--- src/rtl/str_freq_monitor.sv ---
// Frequency monitor for a self-timed ring tap: synchronizes the tap, counts rising edges per gate window, flags stalls.
// Optional min/max window tracking is compiled in with `define STR_MONITOR_MINMAX_EN.
module str_freq_monitor #(
   parameter int SYNC_STAGES = 2,
   parameter int CNT_W       = 16,
   parameter int GATE_W      = 16,
   parameter int STALL_W     = 12
) (
   input  logic               CLK,
   input  logic               RST_N,
   input  logic               RING_TAP,
   input  logic               START,
   input  logic [GATE_W-1:0]  GATE_LEN,
   input  logic [STALL_W-1:0] STALL_LIMIT,
   output logic [CNT_W-1:0]   COUNT_OUT,
   output logic               COUNT_VALID,
   input  logic               COUNT_READY,
   output logic               OVERFLOW,
   output logic               STALL,
   output logic               BUSY
`ifdef STR_MONITOR_MINMAX_EN
   ,
   input  logic               MINMAX_CLR,
   output logic [CNT_W-1:0]   MIN_COUNT,
   output logic [CNT_W-1:0]   MAX_COUNT
`endif
);

   localparam int WARM   = SYNC_STAGES + 1;
   localparam int WARM_W = $clog2(WARM + 1);
   localparam logic [CNT_W-1:0] CNT_MAX = {CNT_W{1'b1}};

   typedef enum logic [1:0] {IDLE, MEASURE, REPORT} state_t;

   state_t              state_reg, state_next;
   logic [SYNC_STAGES-1:0] sync_reg;
   logic                prev_reg;
   logic                rise_reg;
   logic                edge_reg;
   logic [WARM_W-1:0]   warm_reg;
   logic                warm_done;
   logic                synced;
   logic [STALL_W-1:0]  timer_reg;
   logic [GATE_W-1:0]   gate_reg;
   logic [CNT_W-1:0]    count_reg, count_next;
   logic                ovf_acc_reg, ovf_next;
   logic [CNT_W-1:0]    count_out_reg;
   logic                valid_reg;
   logic                overflow_reg;
   logic                load_ok;
   logic                load, finish, xfer;

   assign synced    = sync_reg[SYNC_STAGES-1];
   assign warm_done = (warm_reg == WARM_W'(WARM));

   // Synchronizer, edge detect and warm-up mask
   always_ff @(posedge CLK) begin
      if (!RST_N) begin
         sync_reg <= '0;
         prev_reg <= 1'b0;
         rise_reg <= 1'b0;
         edge_reg <= 1'b0;
         warm_reg <= '0;
      end else begin
         sync_reg <= {sync_reg[SYNC_STAGES-2:0], RING_TAP};
         prev_reg <= synced;
         rise_reg <= warm_done & synced & ~prev_reg;
         edge_reg <= warm_done & (synced ^ prev_reg);
         if (!warm_done)
            warm_reg <= warm_reg + WARM_W'(1);
      end
   end

   // Stall timer is clamped whenever the limit drops below it
   always_ff @(posedge CLK) begin
      if (!RST_N)
         timer_reg <= '0;
      else if (edge_reg)
         timer_reg <= '0;
      else if (timer_reg >= STALL_LIMIT)
         timer_reg <= STALL_LIMIT;
      else
         timer_reg <= timer_reg + STALL_W'(1);
   end

   assign STALL = (STALL_LIMIT != '0) && (timer_reg >= STALL_LIMIT);

   always_ff @(posedge CLK) begin
      if (!RST_N)
         state_reg <= IDLE;
      else
         state_reg <= state_next;
   end

   assign load_ok = START && (GATE_LEN != '0);

   always_comb begin
      state_next = state_reg;
      load       = 1'b0;
      finish     = 1'b0;
      xfer       = 1'b0;
      case (state_reg)
         IDLE: begin
            if (load_ok) begin
               load       = 1'b1;
               state_next = MEASURE;
            end
         end
         MEASURE: begin
            if (gate_reg == GATE_W'(1)) begin
               finish     = 1'b1;
               state_next = REPORT;
            end
         end
         REPORT: begin
            if (valid_reg && COUNT_READY) begin
               xfer = 1'b1;
               if (load_ok) begin
                  load       = 1'b1;
                  state_next = MEASURE;
               end else begin
                  state_next = IDLE;
               end
            end
         end
         default: state_next = IDLE;
      endcase
   end

   // Saturating count; a rise while saturated marks the window as overflowed
   always_comb begin
      count_next = count_reg;
      ovf_next   = ovf_acc_reg;
      if (rise_reg) begin
         if (count_reg == CNT_MAX)
            ovf_next = 1'b1;
         else
            count_next = count_reg + CNT_W'(1);
      end
   end

   always_ff @(posedge CLK) begin
      if (!RST_N) begin
         gate_reg      <= '0;
         count_reg     <= '0;
         ovf_acc_reg   <= 1'b0;
         count_out_reg <= '0;
         valid_reg     <= 1'b0;
         overflow_reg  <= 1'b0;
      end else begin
         if (load) begin
            gate_reg     <= GATE_LEN;
            count_reg    <= '0;
            ovf_acc_reg  <= 1'b0;
            overflow_reg <= 1'b0;
         end else if (state_reg == MEASURE) begin
            gate_reg    <= gate_reg - GATE_W'(1);
            count_reg   <= count_next;
            ovf_acc_reg <= ovf_next;
         end
         if (finish) begin
            count_out_reg <= count_next;
            overflow_reg  <= ovf_next;
            valid_reg     <= 1'b1;
         end else if (xfer) begin
            valid_reg <= 1'b0;
         end
      end
   end

   assign COUNT_OUT   = count_out_reg;
   assign COUNT_VALID = valid_reg;
   assign OVERFLOW    = overflow_reg;
   assign BUSY        = (state_reg != IDLE);

`ifdef STR_MONITOR_MINMAX_EN
   logic [CNT_W-1:0] min_reg, max_reg;

   always_ff @(posedge CLK) begin
      if (!RST_N || MINMAX_CLR) begin
         min_reg <= CNT_MAX;
         max_reg <= '0;
      end else if (finish) begin
         if (count_next < min_reg)
            min_reg <= count_next;
         if (count_next > max_reg)
            max_reg <= count_next;
      end
   end

   assign MIN_COUNT = min_reg;
   assign MAX_COUNT = max_reg;
`endif

endmodule

--- config.mk ---
export PLATFORM = sky130hd
export DESIGN_NAME = str_freq_monitor
export DESIGN_NICKNAME = d
export VERILOG_FILES = /design/src/rtl/str_freq_monitor.sv
export SDC_FILE = /design/constraint.sdc
export NUM_CORES = 1
export LEC_CHECK = 0
export CAP_MARGIN = 20
export CORE_MARGIN = 2
export CORE_UTILIZATION = 55
export DETAILED_ROUTE_END_ITERATION = 16
export PLACE_DENSITY = 0.8
export REMOVE_ABC_BUFFERS = 1
export SKIP_LAST_GASP = 1
export SLEW_MARGIN = 20
export SYNTH_ARGS = -nofsm -noshare
export SYNTH_HDL_FRONTEND = slang
export SYNTH_SLANG_ARGS = --single-unit
--- constraint.sdc ---
create_clock -name CLK -period 4.95 [get_ports CLK]
set_input_delay 1.2375 -clock CLK [delete_from_list [all_inputs] [get_ports CLK]]
set_output_delay 1.2375 -clock CLK [all_outputs]
set_load 0.02 [all_outputs]
==> reports/qor.yml <==
finish:
  diodes: 0
  fin_cells: 621
  syn_to_final_growth_pct: 21.55
  final_nets: 570
  drive_gt1_share_pct: 5.333
floorplan:
  die_y_um: 88.10
  dieArea_mm2: 0.007762
  die_w_um: 88.10
  core_area_mm2: 0.006832
  start_util_pct: 56.94
  io_pins: 53
  row_count: 30
detailed_routing:
  drc: 0
  firstDrtPassIters: 4
  vias: 3598
  ant_nets: 0
  wl_per_cell_um: 14.33
  drt_wl_total_mm: 8.901
  drtIter0Drc: 118
  viasPerCell: 5.794
synth:
  yosys.area.top_type: "dfxtp_1"
  synth_area_mm2: 0.003890
  synth_top_cell_area_share_pct: 37.05
  avgSynthCellArea_um2: 8.172
  synth_edf_count: 0
  postSynthCellCount: 476
  ys_seq_elements: 72
  async_flop_share_pct: 0
  ys_seq_area_share_pct: 37.05
  synthDistinctLibCells: 48
  ys_warn_count: 0
  synthTopCellsByArea: "dfxtp_1 (37%), ha_1 (5.5%), nand2_1 (5.2%)"
  synth_ff_type: "dfxtp_1"
pwr:
  vdd_ir_drop_max_mv: 0.1628
  powerDensity_mw_per_mm2: 289.3
  p_leak_uw: 0.001649
grt:
  grt_max_degree: 35
  grt_pass1_vias: 3430
  grtUsageTotal_pct: 24.29
  overflow: 0
  antenna_found_initial: 0
  grt_first_pass_wirelength_mm: 15.12
clock_tree:
  hold_buffers: 0
  ctsLongestPathBuffers: 2
  cts_tree: "built"
  clock_latency_ps: 340
  cts.sinks: 72
  ctsResizeCount: 0
  cts-htree-levels: 3
  cts_made_buffers: 9
  post_cts_buffers: 0
  clk_pin_slew_worst_paths_ps: 80
  cts-root-buf: "clkbuf_8"
sta:
  final.setup.tns_ps: 0
  max_freq_ghz: 0.2109
  slew_violations: 0
  tightest_slew_ps: 1041
  finClkSkew_ps: 13.15
  min_period_ps: 4741
  slew_headroom_pct: 30.52
  final-hold-violation-count: 0
  period_share_pct: 95.78
  setup_viol: 0
  rsz0062_at_grt: "false"
setup_path:
  worstPathMaxFanout: 3
  rr_worst_depth: 5
  reg2reg_setup_slack_ps: 2630
  crit_type: "in -> out"
  reg2reg_from: "gate_reg[4]"
  crit_arrival_ps: 3500
  startpoint_type: "primary input"
  crit_required_ps: 3710
  rr_endpoint: "gate_reg[15]"
  endpoint_kind: "output pin"
hold_path:
  hold_end: "sync_reg[1]"
  hold_depth: 1
  min_path_type: "reg -> reg"
  hold_path.startpoint: "sync_reg[0]"
outcome:
  status: "completed"
placement:
  dp_hpwl_mm: 6.423
  post-place-cells: 605
  place.gp.congestion: 0.9109
  io_buffer_count: 52
job:
  drv_cap: 0
-- how the worst max path moves through the flow --
| stage | startpoint | end | slack, ps | cells past startpoint |
|---|---|---|---|---|
| floorplan | STALL_LIMIT[9] | STALL | 110 | 6 |
| global placement | STALL_LIMIT[7] | STALL | 260 | 9 |
| detailed placement | STALL_LIMIT[5] | STALL | 220 | 9 |
| CTS | STALL_LIMIT[5] | STALL | 210 | 9 |
| global route | STALL_LIMIT[7] | STALL | 80 | 9 |
| finish | STALL_LIMIT[5] | STALL | 210 | 9 |
-- per-stage QoR --
stage	area, um^2	hold WS [ps]	power, uW	util (%)	setup WS (ps)
2_1_floorplan	3796	411.8	743.3	-	114.8
3_3_place_gp	4484	427.5	810.6	65.64	259.3
3_5_place_dp	4484	433.9	817.8	65.64	219.3
4_1_cts	4728	442.4	1377	69.21	212.4
5_1_grt	4728	446.9	1434	69.21	82.04
6_report	4728	436.1	1368	69.21	208.7
-- worst max-delay path, stage by stage --
cell and delay, ps:
clkdlybuf4s50_1 510, inv_1 70, ha_1 310, a21oi_1 120
o21ai_0 110, a221oi_1 350, o31ai_2 130, and2_1 150
clkdlybuf4s50_1 530
-- layout by cell type, fill, tap and decap left out, drive strengths merged, types with 7 or more instances in the layout --
| cell type | instances |
|---|---|
| o211ai | 9 |
| nand3 | 22 |
| a31oi | 14 |
| and2 | 7 |
| dfxtp | 72 |
| nor4 | 14 |
| nor2 | 36 |
| mux2i | 16 |
| clkdlybuf4s50 | 52 |
| nand4 | 12 |
| a211oi | 9 |
| xnor2 | 18 |
| nand2 | 54 |
| inv | 21 |
| xor2 | 11 |
| or3 | 9 |
| nor3 | 18 |
| ha | 17 |
| o21ai | 15 |
| clkbuf | 9 |
| a21oi | 37 |
-- power by group --
part	internal, uW	leakage, uW	total [uW]	switching, uW
logic	79.1	0.000945	176	96.5
registers	604	0.000585	630	26.2
clock network	335	0.000119	562	227
-- logic make-up (layout without fill, tap and decap cells) --
group,after synthesis,after routing,synth area share [%]
XOR/XNOR,29,29,6.529
flip-flops,72,72,37.05
buffers and inverters,45,94,4.439
adder cells (fa/ha/maj),17,17,5.468
AND/OR/NAND/NOR,197,197,26.12
AO/OA/AOI/OAI,98,98,15.70
multiplexers,18,18,4.696
-- layout make-up --
class	count	area, um^2
inverters	21	78.83
repair buffers	57	558.0
fillers	580	2103
well taps	96	120.1
clock buffers	9	123.9
flip-flops and latches	72	1441
multi-input cells	359	2286
clock inverters	7	120.1
-- per-layer routing --
layer	track usage [%]	share of wire, %	vias to the layer above
li1	-	-	1816
met1	30.40	45	1688
met2	42.15	49	70
met3	3.770	3.4	24
met4	9.229	2.2	0
met5	0	0	-
-- synth_stat cells, types with 2 or more instances --
cell type   n
dfxtp_1    72
nand2_1    54
a21oi_1    37
nor2_1     36
nand3_1    22
clkbuf_1   21
inv_1      21
nor3_1     18
xnor2_1    18
ha_1       17
mux2i_1    16
a31oi_1    14
nand4_1    12
nor4_1     12
xor2_1     11
a211oi_1    9
o211ai_1    9
o21ai_1     9
or3_1       9
and2_1      7
o21ai_0     6
and4_1      5
nand2b_1    5
or4_1       5
and3_1      3
buf_2       3
a311oi_1    2
mux2_1      2
o311ai_1    2
No activity file was read; power rests on OpenSTA's default activity.
